**src/rtl/fifo_burst_reader.sv**
```systemverilog
// fifo_burst_reader: pulls a fixed-length burst of words out of a synchronous
// FIFO and replays them on a valid/ready stream. A 2-entry skid buffer hides
// the FIFO's one-cycle read latency so a word can move every cycle.
module fifo_burst_reader #(
    parameter int ADDR_WIDTH = 5,
    parameter int DATA_WIDTH = 16
) (
    input  logic                  clk,
    input  logic                  rst_n,
    input  logic                  Empty,
    output logic                  Read_EN,
    input  logic [DATA_WIDTH-1:0] Read_Data,
    input  logic                  start,
    input  logic [ADDR_WIDTH:0]   burst_len,
    output logic [DATA_WIDTH-1:0] out_data,
    output logic                  out_valid,
    input  logic                  out_ready,
    output logic                  busy,
    output logic                  done,
    output logic [ADDR_WIDTH:0]   words_read
);

    typedef enum logic [1:0] {
        ST_IDLE  = 2'd0,
        ST_READ  = 2'd1,
        ST_DRAIN = 2'd2,
        ST_DONE  = 2'd3
    } state_t;

    state_t                r_state;
    state_t                w_state_nxt;
    logic [ADDR_WIDTH:0]   r_remaining;
    logic [ADDR_WIDTH:0]   r_words_read;
    logic [ADDR_WIDTH:0]   w_rem_nxt;
    logic                  r_inflight;
    logic [1:0]            r_occ;
    logic [1:0]            w_occ_nxt;
    logic [2:0]            w_outstanding;
    logic [DATA_WIDTH-1:0] r_buf0;
    logic [DATA_WIDTH-1:0] r_buf1;
    logic                  w_rd;
    logic                  w_pop;
    logic                  w_push;

    localparam logic [ADDR_WIDTH:0] CNT_ZERO = {(ADDR_WIDTH+1){1'b0}};
    localparam logic [ADDR_WIDTH:0] CNT_ONE  = {{ADDR_WIDTH{1'b0}}, 1'b1};

    assign w_pop         = (r_occ != 2'd0) && out_ready;
    assign w_push        = r_inflight;
    assign w_outstanding = {1'b0, r_occ} + {2'b00, r_inflight};

    assign Read_EN    = w_rd;
    assign out_valid  = (r_occ != 2'd0);
    assign out_data   = r_buf0;
    assign busy       = (r_state != ST_IDLE);
    assign done       = (r_state == ST_DONE);
    assign words_read = r_words_read;

    // Read issue: only in READ, with words left, FIFO non-empty and a free buffer slot guaranteed.
    always_comb begin
        w_rd = 1'b0;
        if ((r_state == ST_READ) && (r_remaining != CNT_ZERO) && !Empty &&
            ((w_outstanding < 3'd2) || w_pop)) begin
            w_rd = 1'b1;
        end else begin
            w_rd = 1'b0;
        end
    end

    // Remaining count after this cycle's read and buffer occupancy after this cycle's push/pop.
    always_comb begin
        w_rem_nxt = r_remaining;
        w_occ_nxt = r_occ;
        if (w_rd) begin
            w_rem_nxt = r_remaining - CNT_ONE;
        end else begin
            w_rem_nxt = r_remaining;
        end
        case ({w_push, w_pop})
            2'b10:   w_occ_nxt = r_occ + 2'd1;
            2'b01:   w_occ_nxt = r_occ - 2'd1;
            default: w_occ_nxt = r_occ;
        endcase
    end

    // Next-state logic for the burst sequencer.
    always_comb begin
        w_state_nxt = r_state;
        case (r_state)
            ST_IDLE: begin
                if (start) begin
                    if (burst_len == CNT_ZERO) begin
                        w_state_nxt = ST_DONE;
                    end else begin
                        w_state_nxt = ST_READ;
                    end
                end else begin
                    w_state_nxt = ST_IDLE;
                end
            end
            ST_READ: begin
                if (w_rem_nxt == CNT_ZERO) begin
                    w_state_nxt = ST_DRAIN;
                end else begin
                    w_state_nxt = ST_READ;
                end
            end
            ST_DRAIN: begin
                // With nothing in flight there is no push, so occupancy only falls.
                if (!r_inflight && (w_occ_nxt == 2'd0)) begin
                    w_state_nxt = ST_DONE;
                end else begin
                    w_state_nxt = ST_DRAIN;
                end
            end
            ST_DONE: w_state_nxt = ST_IDLE;
            default: w_state_nxt = ST_IDLE;
        endcase
    end

    // State register.
    always_ff @(posedge clk or negedge rst_n) begin
        if (!rst_n) begin
            r_state <= ST_IDLE;
        end else begin
            r_state <= w_state_nxt;
        end
    end

    // Burst counters and the in-flight read marker.
    always_ff @(posedge clk or negedge rst_n) begin
        if (!rst_n) begin
            r_remaining  <= CNT_ZERO;
            r_words_read <= CNT_ZERO;
            r_inflight   <= 1'b0;
        end else begin
            r_inflight <= w_rd;
            if ((r_state == ST_IDLE) && start) begin
                r_remaining  <= burst_len;
                r_words_read <= CNT_ZERO;
            end else if (w_rd) begin
                r_remaining  <= w_rem_nxt;
                r_words_read <= r_words_read + CNT_ONE;
            end
        end
    end

    // Two-entry output buffer; buf0 is the head and keeps its value when the buffer empties.
    always_ff @(posedge clk or negedge rst_n) begin
        if (!rst_n) begin
            r_occ  <= 2'd0;
            r_buf0 <= {DATA_WIDTH{1'b0}};
            r_buf1 <= {DATA_WIDTH{1'b0}};
        end else begin
            r_occ <= w_occ_nxt;
            case ({w_push, w_pop})
                2'b10: begin
                    if (r_occ == 2'd0) begin
                        r_buf0 <= Read_Data;
                    end else begin
                        r_buf1 <= Read_Data;
                    end
                end
                2'b01: begin
                    if (r_occ == 2'd2) begin
                        r_buf0 <= r_buf1;
                    end
                end
                2'b11: begin
                    if (r_occ == 2'd2) begin
                        r_buf0 <= r_buf1;
                        r_buf1 <= Read_Data;
                    end else begin
                        r_buf0 <= Read_Data;
                    end
                end
                default: begin
                    r_buf0 <= r_buf0;
                end
            endcase
        end
    end

endmodule

```
**config.mk**
```make
export PLATFORM = sky130hd
export DESIGN_NAME = fifo_burst_reader
export DESIGN_NICKNAME = d
export VERILOG_FILES = /design/src/rtl/fifo_burst_reader.sv
export SDC_FILE = /design/constraint.sdc
export NUM_CORES = 1
export LEC_CHECK = 0
export ABC_AREA = 1
export CAP_MARGIN = 40
export CELL_PAD_IN_SITES_DETAIL_PLACEMENT = 2
export CELL_PAD_IN_SITES_GLOBAL_PLACEMENT = 2
export CORE_UTILIZATION = 33
export DETAILED_ROUTE_END_ITERATION = 8
export GPL_ROUTABILITY_DRIVEN = 0
export PLACE_DENSITY_LB_ADDON = 0.1
export SLEW_MARGIN = 5
export SYNTH_ARGS = -nofsm -noshare
export SYNTH_HDL_FRONTEND = slang
export SYNTH_SLANG_ARGS = --single-unit
export TNS_END_PERCENT = 100
```
**constraint.sdc**
```tcl
create_clock -name clk -period 3.27 [get_ports clk]
set_clock_uncertainty 0.2 [all_clocks]
set_input_delay 0.654 -clock clk [delete_from_list [all_inputs] [get_ports clk]]
set_output_delay 0.654 -clock clk [all_outputs]
set_load 0.05 [all_outputs]
```
# [After elaboration in Yosys (flattened, before gate mapping)]
# Cells that the tools add are included.
[op_classes] add_sub_neg=5 magnitude_cmp=1 n_eq_ne=11 mux=19 reduce_logical=22
[ops] cell="16-bit 2-to-1 mux" n=5
[ops] cell="16-bit one-hot mux with 3 select lines" n=1
[ops] cell="16-bit one-hot mux with 2 select lines" n=1
[ops] cell="6-bit 2-to-1 mux" n=5
[ops] cell="6-bit logical NOT" n=2
[ops] cell="2-bit == test (second input constant)" n=5
[ops] cell="2-bit != test (second input constant)" n=4
[ops] cell="2-bit one-hot mux with 4 select lines" n=1
[ops] cell="2-bit nonzero test" n=4
[ops] cell="6-bit by 1-bit adder with 6-bit output (second input constant)" n=1
[ops] cell="1-bit logical AND" n=6
[ops] cell="2-bit logical NOT" n=3
[ops] cell="2-bit 2-to-1 mux" n=3
[ops] cell="3-bit AND reduction" n=2
[ops] cell="6-bit nonzero test" n=1
[ops] cell="6-bit by 1-bit subtractor with 6-bit output (second input constant)" n=1
[ops] cell="2-bit by 1-bit == test with 1-bit output (second input constant)" n=2
[ops] cell="2-bit one-hot mux with 2 select lines" n=1
[ops] cell="2-bit by 1-bit adder with 3-bit output" n=1
[ops] cell="3-bit by 2-bit < comparator with 1-bit output (second input constant)" n=1
[ops] cell="3-bit nonzero test" n=1
[ops] cell="2-bit by 1-bit adder with 2-bit output (second input constant)" n=1
[ops] cell="1-bit logical NOT" n=2
[ops] cell="1-bit 2-to-1 mux" n=2
[ops] cell="2 further kinds" n=2
[totals] ff_bits=49 inputBits=27 out_inout_bits=26 elab_cells=65

# [Depth between registers and ports, before layout]
# Gate-level depths: netlist (run 1).
[depth] depth_word=9 ltp_mapped=11 mapped_depth_nobuf=11

# [Least setup slack after synthesis (run 1)]
# No wires, ideal clock.
[synth_path] path_type="input port to flip-flop" from="input port out_ready" to="register r_buf0[10] (netlist: out_data[10])" setup_time_ps=125 t_arrival_ps=1897 required_ps=2945 path_slack_ps=1048 stages=9 path_buffers=1 path_cell_list="inv_1 nor2_1 inv_1 ha_1 nand2_2 o21ai_2 nor2_4 buf_6 mux2_2"
[synth_between] elab_chain_len=4 word_cells_on_any_way=9 cone_classes="5 x eq/ne; 1 x mux; 3 x reduce/logical"
[synth_lines] element="start, declared" line="17" text="input logic out_ready,"
[synth_lines] element="1-bit logical AND (*)" line="48" text="assign w_pop = (r_occ != 2'd0) && out_ready;"
[synth_lines] element="2-bit by 1-bit == test with 1-bit output or 2-bit == test (tied branches)" line="156" text="case ({w_push, w_pop})"
[synth_lines] element="2-bit != test (no line) or 3-bit nonzero test (tied branches)"
[synth_lines] element="3-bit AND reduction (no line)"
[synth_lines] element="end signal, assigned" line="152" text="r_buf0 <= {DATA_WIDTH{1'b0}};"
[synth_lines] element="end signal, assigned" line="159" text="r_buf0 <= Read_Data;"
[synth_lines] element="end signal, assigned" line="166" text="r_buf0 <= r_buf1;"
[synth_lines] element="end, declared" line="39" text="logic [DATA_WIDTH-1:0] r_buf0;"
# Every way passes the cells marked *; elsewhere a longest branch is shown, timed or not.
# A chain may end at the register's enable or synchronous reset.

# [Worst setup path in the final report (run 1)]
[layout_path] from="input port out_ready" to="output port Read_EN"
[layout_between] elab_chain_len=4
[layout_lines] element="1-bit logical AND" line="48"
[layout_lines] element="1-bit logical OR" line="63" text="((w_outstanding < 3'd2) || w_pop)) begin"
[layout_lines] element="1-bit logical AND" line="62" text="if ((r_state == ST_READ) && (r_remaining != CNT_ZERO) && !Empty &&"
[layout_lines] element="1-bit 2-to-1 mux" line="62"
[layout_lines] element="end, declared" line="11" text="output logic Read_EN,"
# No other way between the ends.

==> results of run 1 <==
-- through the flow --
stage | total power [mW] | util (%)
6_report | 3.61 | 44.7
5_1_grt | 3.89 | 44.7
4_1_cts | 3.68 | 44.7
3_5_place_dp | 3.25 | 43.3
3_3_place_gp | 3.14 | 43.3
2_1_floorplan | 2.58 | -
-- Yosys cell counts, drive strengths merged --
cell / n
nand2: 71
inv: 55
dfrtp: 49
nor2: 28
o21ai: 21
mux2: 16
o22ai: 16
ha: 7
nand3: 7
buf: 5
nand4: 5
a21oi: 3
a31oi: 3
nor3: 3
xnor2: 3
clkbuf: 2
xor2: 2
or2: 1
-- flip-flops by register name (all words and copies together) (netlist names) --
register / count
out_data: 16
r_buf1: 16
words_read: 6
r_state: 2
r_remaining: 6
r_inflight: 1
r_occ: 2
-- power by group through the flow --
stage	sequential, mW	combinational, mW	clock, mW
after floorplan	1.45	1.13	0
after global placement	1.10	2.03	0
after detailed placement	1.13	2.13	0
after CTS	1.12	2.15	0.411
after global routing	1.15	2.31	0.430
final	1.11	2.11	0.395
-- worst max-delay path: stages --
cell and delay [ns]:
clkdlybuf4s50_1 0.47, inv_1 0.06, nand2_2 0.12, inv_1 0.08
nor2_4 0.27, buf_12 0.18
-- how the worst max path moves through the flow --
stage,end,slack [ns],cells after the start
3_5_place_dp,out_data[3],0.25,8
5_1_grt,out_data[0],0.47,8
3_3_place_gp,out_data[0],0.36,8
4_1_cts,out_data[3],0.55,8
6_report,Read_EN,0.58,6
2_1_floorplan,out_data[10],1.05,9
-- final cells by class --
| cell class | instances | area [µm²] |
|---|---|---|
| fill | 813 | 4080 |
| sequential | 49 | 1230 |
| multi-input combinational | 186 | 1090 |
| timing repair buffer | 55 | 548 |
| inverter | 55 | 206 |
| tap | 99 | 124 |
| clock buffer | 5 | 68.8 |
| clock inverter | 3 | 28.8 |
-- placed cells by master, fill, tap and decap left out, types with 2 or more instances in the layout --
cell	instances
ha_1	7
a21oi_1	2
nor2_1	22
nand3_1	5
nand4_1	5
o21ai_0	17
nand2_1	69
clkbuf_8	5
nand3_2	2
mux2_2	16
o22ai_1	16
a31oi_1	3
clkdlybuf4s50_1	50
nor2_4	5
buf_4	3
dfrtp_1	49
xnor2_1	3
inv_1	55
o21ai_2	2
nand2_2	2
xor2_1	2
nor3_1	2
o21ai_1	2
-- metal layers --
layer	vias to the layer above	GRT usage [%]	wire (µm)
met5	-	0	0
met4	0	3.09	26
met3	3	3.81	270
met2	40	35.3	3860
met1	1082	22.4	2970
li1	1047	-	-
-- cells by family (layout without fill, tap and decap cells) --
logic type                 Yosys count  in the layout
muxes                               16             16
buffers and inverters               62            118
DFF                                 49             49
and+or+nand+nor                    115            115
xor gates and xnor gates             5              5
AOI/OAI and AO/OA                   43             43
adders and majority gates            7              7
==> impl_results.md, run 1 <==
* Status: complete, no violations
* Post-Synthesis Cells at 297
* Placed insts at about 440
* Initial antenna violation count at 0
* Post-CTS Setup Bufs at 0
* Synth warn at 0
* Unrepaired setup endpoints after global routing: no
* Switching part of the total at ~50%
* Pins Over Slew Limit at 0
* Area share of the largest cell type after synthesis at a little under half
* Clock sinks at 49
* Cell Pwr Density at ~1100 nW/µm²
* Internal Power at 1.81 mW
* Syn_nets at 331
* Mux cell area share after synthesis at 7.01%
* Layout area overhead at 28.1%
* # rows at 31
* Register share of total power at 30.7%
* DIE AREA at 8140 µm²
* Post-synthesis xor/xnor area fraction at 1.70%
* DRT iter0 DRCs at 93
* Global route overflow at 0
* Largest family of logic cells by synthesized area: simple AND/OR/NAND/NOR gates
* Fin worst setup slack at 0.578 ns
* Final HPWL DP at 5310 µm
* Dominant cell type by area after synthesis: dfrtp_1
* DR DRC count at 0
* Io pins at 53
* Share of cells above drive strength 1 at between 10% and 20%
* Finished Cell Area at 3290 µm²
* Hold Crit Class: in2async
* Sw Pwr at 1.80 mW
* Largest net degree at the start of global routing at 50
* Post-synthesis adder-cell area fraction at 3.41%
* Fin cells at 452
* Post-DR wirelength/cell at 15.8 µm
* Seq/Total Area, Yosys at 47.7%
* Cell variety after synth at 27
* Part of the cycle the worst path needs at 82.3%
* Vias in the first global route at 2511
* Post-Route Setup TNS at 0 ns
* Mapped cell area at ~2600 µm²
* FMAX at 0.372 GHz
* Via Count at approximately 2200
* Hold-fix buffers at CTS at 0
* Clock slew at reported path FFs at ~0.11 ns
* Initial Util at approximately a third
* Final nets at 386
* Die W at approximately 90 µm
* Clk Tree Root Cell: clkbuf_8
* Later-pin clock latency in the skew report at 0.31 ns
* Final hold violation count at 0
* Cell Area, Placed at around 3200 µm²
* Hold slack at 0.246 ns
* Cts repair resizes at 0
* Startpoint Class: input pin
* R2R cell count at 7
* Routed Antenna Nets at 0
* Critical path class: in2out
* Mean Syn Cell Area at 8.65 µm²
* Pre-CTS WS at roughly 0.25 ns
* FF+latch count, synth at 49
* Total track usage at 18.9%
* First-pass detailed-route iteration total at 3
* Synth Area in Simple Gates at 20.2%
* Max Root-Sink Buffers at 2
* Relative slew slack at 56.1%
* Routed wire length at roughly 7100 µm
* Worst Setup SP: out_ready
* Clk pwr share at 10.9%
* CTS tree: yes
* Number of buffers created by CTS at 5
* H-tree Lvls at 2
* CP arrival at 1.84 ns
* Final setup violation count at 0
* Comb pwr share at 58.4%
* First-pass GRT wire length at 12300 µm
* R2r endpoint: out_data[3]
* Worst-path maximum fanout at 8
* Number of I/O port buffers at 52
* Post-synthesis compound-gate area fraction at 9.89%
* Reg2Reg Setup Slack at approximately 0.9 ns
* RR Startpoint: r_occ[0]
* Synth area leaders: dfrtp_1 48%, nand2_1 10%, inv_1 8.0%
* Post-route minimum period at about 2.7 ns
* Crit end category: primary output
* Worst VDD drop at 0.300 mV
* Leakage power at 1.59 nW
* Antenna cells at 0
* Worst path required time at 2.42 ns
* Vias/cell at between 4 and 5
* Core box area at around 7400 µm²
* Slew @ Worst Pin at 0.659 ns
* Die H at 90.2 µm
* Max-cap viol count at 0
(Power assumes the default switching activity.)
==> run 2, diff against run 1 <==
--- a/config.mk
+++ b/config.mk
@@ -9,7 +9,7 @@
 export CAP_MARGIN = 40
 export CELL_PAD_IN_SITES_DETAIL_PLACEMENT = 2
 export CELL_PAD_IN_SITES_GLOBAL_PLACEMENT = 2
-export CORE_UTILIZATION = 33
+export CORE_UTILIZATION = 30
 export DETAILED_ROUTE_END_ITERATION = 8
 export GPL_ROUTABILITY_DRIVEN = 0
 export PLACE_DENSITY_LB_ADDON = 0.1
==> constraint.sdc (replaced) <==
create_clock -name clk -period 2.7 [get_ports clk]
set_clock_uncertainty 0.2 [all_clocks]
set_input_delay 0.54 -clock clk [delete_from_list [all_inputs] [get_ports clk]]
set_output_delay 0.54 -clock clk [all_outputs]
set_load 0.05 [all_outputs]
==> run 2 against run 1 <==
Combinational power increased by 25%. Cell count up 2.4%. First-iteration DRC count shrank 47%. Routed wire length decreased by 5.2%. Worst setup slack worse by 0.40 ns. Total power is 23% higher. Critical path depth fell by 3. Register-to-register slack got worse by 0.49 ns. Utilization fell by 3.8 points. Clock power up 23%. Die area grew 9.8%. Critical endpoint is now out_valid. Largest power group unchanged.
==> impl_results.md, run 2 (synthesis gave the netlist of run 1 again) <==
* Status: complete, no violations
* Total Power at 4.45 mW (+23%)
* Max Root-Sink Buffers at 2 (unchanged)
* Pins Over Slew Limit at 0 (unchanged)
* Final HPWL DP at 5090 µm (-4.1%)
* Antenna cells at 0 (unchanged)
* Max-cap viol count at 0 (unchanged)
* Number of buffers created by CTS at 5 (unchanged)
* Die W at 94.5 µm (+4.8%)
* Relative slew slack at 61.9% (+5.9 points)
* Sw Pwr at 2.13 mW (+18%)
* Number of I/O port buffers at 52 (unchanged)
* Switching part of the total at 47.9% (-1.9 points)
* Fillers at 963 (+18%)
* Io pins at 53 (unchanged)
* H-tree Lvls at 2 (unchanged)
* Internal Power at 2.31 mW (+28%)
* Vias/cell at 4.72 (-1.8%)
* Critical path class: reg2out
* RR Startpoint: r_occ[0]
* Commonest non-fill, non-tap cell in the layout: nand2_1
* Register share of total power at 29.6% (-1.1 points)
* Global route overflow at 0 (unchanged)
* # rows at 33 (+6.5%)
* Placed insts at 455 (+2.5%)
* R2R cell count at 8 (+1)
* Worst-path maximum fanout at 6 (-2)
* Final hold violation count at 0 (unchanged)
* Routed wire length at 6750 µm (-5.2%)
* Worst VDD drop at 0.526 mV (+75%)
* First-pass GRT wire length at 11600 µm (-5.6%)
* FMAX at 0.396 GHz
* Layout area overhead at 31.4%
* Post-Route Setup TNS at 0 ns (unchanged)
* Startpoint Class: register
* Clk pwr share at 11.0% (about the same)
* Vias in the first global route at 2418 (-3.7%)
* Clk Tree Root Cell: clkbuf_8
* Met1 WL at 3100 µm (+4.6%)
* DIE AREA at 8940 µm² (+9.8%)
* Hold-fix buffers at CTS at 0 (unchanged)
* Part of the cycle the worst path needs at 93.5%
* Crit end category: primary output
* Share of cells above drive strength 1 at 13.7% (+1.2 points)
* Uppermost layer routed: met4
* Cts repair resizes at 0 (unchanged)
* DRT iter0 DRCs at 49 (-47%)
* Slew @ Worst Pin at 0.570 ns (-0.0893 ns)
* Cell Pwr Density at 1320 nW/µm² (+20%)
* Final nets at 391 (+1.3%)
* Worst path required time at 1.96 ns (-0.46 ns)
* Hold Crit Class: in2async
* Via Count at 2184 (+0.55%)
* Routed wl met3 at 203 µm (-25%)
* Post-CTS Setup Bufs at 0 (unchanged)
* Fin cells at 463 (+2.4%)
* Largest net degree at the start of global routing at 29 (-42%)
* Core box area at 8260 µm² (+12%)
* Comb pwr share at 59.5% (+1.1 points)
* Routed Antenna Nets at 0 (unchanged)
* Clock sinks at 49 (unchanged)
* Leakage power at 1.63 nW (+2.3%)
* Final core occ at 40.9% (-3.8 points)
* Most frequent cells in the layout: 69 x nand2_1, 55 x inv_1, 50 x clkdlybuf4s50_1
* CTS tree: yes
* Hold slack at 0.00785 ns (-0.238 ns)
* Final setup violation count at 0 (unchanged)
* Post-route minimum period at 2.52 ns
* Met2 wire length at 3410 µm (-12%)
* Initial Util at 31.1% (-3.7 points)
* Die H at 94.5 µm (+4.8%)
* Total track usage at 16.9% (-2.0 points)
* Reg2Reg Setup Slack at 0.42 ns (-0.49 ns)
* Initial antenna violation count at 0 (unchanged)
* Post-DR wirelength/cell at 14.6 µm (-7.5%)
* Later-pin clock latency in the skew report at 0.30 ns (about the same)
* Unrepaired setup endpoints after global routing: no
* CP arrival at 1.78 ns (-0.06 ns)
* R2r endpoint: out_data[4]
* First-pass detailed-route iteration total at 4 (+1)
* DR DRC count at 0 (unchanged)
* Clock slew at reported path FFs at 0.10 ns (about the same)
-- run 2: worst max path at each step --
stage | from | to | slack, ns
floorplan | out_ready | out_data[10] | 0.59
CTS | r_occ[0] | out_valid | 0.14
detailed placement | out_ready | out_data[4] | -0.06
global route | r_occ[0] | out_valid | 0.08
finish | r_occ[0] | out_valid | 0.18
global placement | out_ready | out_data[12] | 0.03
-- run 2: area by class of cell --
type	count	area (µm²)	share of cell area, %
sequential	49	1230	36.3
tap	105	131	3.89
timing repair buffer	60	623	18.5
clock inverter	2	17.5	0.519
inverter	55	206	6.12
multi-input combinational	186	1090	32.2
clock buffer	6	82.6	2.45
-- run 2: power by group through the flow --
| stage | logic (mW) | registers (mW) | clock network, mW |
|---|---|---|---|
| after floorplan | 1.36 | 1.76 | 0 |
| after global placement | 2.61 | 1.32 | 0 |
| after detailed placement | 2.68 | 1.34 | 0 |
| after CTS | 2.70 | 1.33 | 0.504 |
| after global routing | 2.91 | 1.36 | 0.537 |
| final | 2.64 | 1.32 | 0.487 |
-- run 2: stage by stage --
step	area [µm²]	setup WS, ns
floorplan	2570	0.592
global placement	3280	0.0326
detailed placement	3280	-0.0627
CTS	3380	0.142
global route	3380	0.0836
finish	3380	0.176
-- run 2: worst max-delay path: stages (launching register included) --
cell	delay, ns
dfrtp_1	0.50
nor2_2	0.08
inv_1	0.10
clkdlybuf4s50_1	0.81
-- run 2: routing by layer --
layer	GRT usage, %	vias up
met5	0	-
met4	3.79	0
met3	2.82	4
met2	30.6	38
met1	20.8	1081
li1	-	1061
==> run 3, diff against run 2 <==
--- a/config.mk
+++ b/config.mk
@@ -13,6 +13,7 @@
 export DETAILED_ROUTE_END_ITERATION = 8
 export GPL_ROUTABILITY_DRIVEN = 0
 export PLACE_DENSITY_LB_ADDON = 0.1
+export RECOVER_POWER = 100
 export SLEW_MARGIN = 5
 export SYNTH_ARGS = -nofsm -noshare
 export SYNTH_HDL_FRONTEND = slang
==> run 3 against run 2 <==
Sequential share of layout area grew 0.71 points. Sequential power is essentially flat. Utilization shrank 0.79 points. Non-clock buffer count is the same. Critical endpoint is now Read_EN. Total power shrank 2.9%. Largest power group unchanged. Cell area shrank 1.9%. Clock-buffer cell count is the same.
==> impl_results.md, run 3 (synthesis gave the netlist of run 1 again) <==
* Status: complete, no violations
* Most frequent cells in the layout: 70 x nand2_1, 55 x inv_1, 49 x dfrtp_1
* CP arrival at 1.82 ns (+0.04 ns)
* Largest net degree at the start of global routing at 29 (unchanged)
* Cts repair resizes at 0 (unchanged)
* Cell Pwr Density at 1300 nW/µm² (-1.0%)
* Final hold violation count at 0 (unchanged)
* Routed wire length at 6730 µm (-0.33%)
* R2R cell count at 8 (unchanged)
* Part of the cycle the worst path needs at 94.8% (+1.3 points)
* Number of buffers created by CTS at 5 (unchanged)
* Leakage power at 1.64 nW (+0.60%)
* Worst-path maximum fanout at 5 (-1)
* First-pass detailed-route iteration total at 4 (unchanged)
* Crit end category: primary output
* Storage cell area at 1230 µm² (unchanged)
* Initial Util at 31.1% (unchanged)
* Commonest non-fill, non-tap cell in the layout: nand2_1
* Startpoint Class: input pin
* DRT iter0 DRCs at 55 (+12%)
* Pins Over Slew Limit at 0 (unchanged)
* Total track usage at 16.9% (unchanged)
* Vias/cell at 4.73 (+0.23%)
* Post-route minimum period at 2.56 ns (+0.0350 ns)
* Clock sinks at 49 (unchanged)
* Io pins at 53 (unchanged)
* # rows at 33 (unchanged)
* Hold-fix buffers at CTS at 0 (unchanged)
* First-pass GRT wire length at 11600 µm (unchanged)
* FMAX at 0.391 GHz (-1.4%)
* Routed Antenna Nets at 0 (unchanged)
* Total Power at 4.32 mW (-2.9%)
* Max-cap viol count at 0 (unchanged)
* Final nets at 391 (unchanged)
* Unrepaired setup endpoints after global routing: no
* Layout area overhead at 28.9%
* Final HPWL DP at 5090 µm (unchanged)
* Later-pin clock latency in the skew report at 0.30 ns (about the same)
* DR DRC count at 0 (unchanged)
* Core box area at 8260 µm² (unchanged)
* Post-CTS Setup Bufs at 0 (unchanged)
* Slew @ Worst Pin at 1.26 ns (+0.694 ns)
* Die H at 94.5 µm (unchanged)
* Initial antenna violation count at 0 (unchanged)
* Antenna cells at 0 (unchanged)
* Post-DR wirelength/cell at 14.5 µm (-0.33%)
* CTS tree: yes
* Share of cells above drive strength 1 at 11.2% (-2.5 points)
* Clk Tree Root Cell: clkbuf_8
* Vias in the first global route at 2418 (unchanged)
* Global route overflow at 0 (unchanged)
* Number of I/O port buffers at 52 (unchanged)
* Final core occ at 40.1% (-0.79 points)
* Relative slew slack at 15.7% (-46 points)
* Critical path class: in2out
* Via Count at 2189 (+0.23%)
* H-tree Lvls at 2 (unchanged)
* Final setup violation count at 0 (unchanged)
* Fillers at 967 (+0.42%)
* Area of the multi-input gates at 1070 µm² (-1.8%)
* Hold Crit Class: in2async
* Worst path required time at 1.96 ns (about the same)
* Worst VDD drop at 0.504 mV (-4.3%)
* Clock slew at reported path FFs at 0.10 ns (about the same)
* DIE AREA at 8940 µm² (unchanged)
* Die W at 94.5 µm (unchanged)
* Max Root-Sink Buffers at 2 (unchanged)
[run 3: cell types whose count changed in the layout (fill, tap and decap cells not counted), moves of 3 or more]
cell	before	now
clkbuf_1	0	4
dlygate4sd3_1	0	25
clkdlybuf4s50_1	50	25
buf_4	5	1
clkbuf_2	0	3
[run 3: routing by layer]
metal	vias up	track usage, %	wire (µm)
li1	1062	-	-
met1	1083	20.8	3070
met2	40	30.6	3410
met3	4	2.82	204
met4	0	3.79	41
met5	-	0	0
[run 3: worst paths after layout]
kind | from | to | slack [ns]
worst min register to register | r_buf1[2] | r_buf1[2] | 0.30
worst max register to register | r_occ[0] | out_data[4] | 0.37
max in group asynchronous | rst_n | r_remaining[3] | 0.68
min in group clk | r_buf1[2] | r_buf1[2] | 0.30
worst min-delay path | rst_n | r_buf1[6] | 0.27
worst max-delay path | out_ready | Read_EN | 0.14
[run 3: area by class of cell]
class                   instances  area share [%]
clock buffers                   6            2.49
clock inverters                 2           0.529
inverters                      55            6.24
multi-input cells             186            32.3
flip-flops and latches         49            37.0
well taps                     105            3.97
repair buffers                 60            17.5
[run 3: power by group]
part	switching [mW]	leakage, nW	internal, mW
clock network	0.272	0.0518	0.214
registers	0.227	0.610	1.08
logic	1.61	0.979	0.917
total	2.11	1.64	2.21
[run 3: critical path, stage by stage]
cell           delay, ns
dlygate4sd3_1       0.52
inv_1               0.06
nand2_1             0.17
inv_1               0.10
nor2_4              0.14
clkbuf_2            0.29
[run 3: metrics by stage]
stage	cells	hold WS, ns	setup WS [ns]	instance area [µm²]	setup TNS (ns)
after floorplan	297	0.0444	0.592	2570	0
after global placement	455	0.268	0.0326	3280	0
after detailed placement	455	0.279	-0.0627	3280	-0.727
after CTS	463	0.0213	0.142	3380	0
after global routing	463	0.323	0.0534	3310	0
final	463	0.275	0.141	3310	0
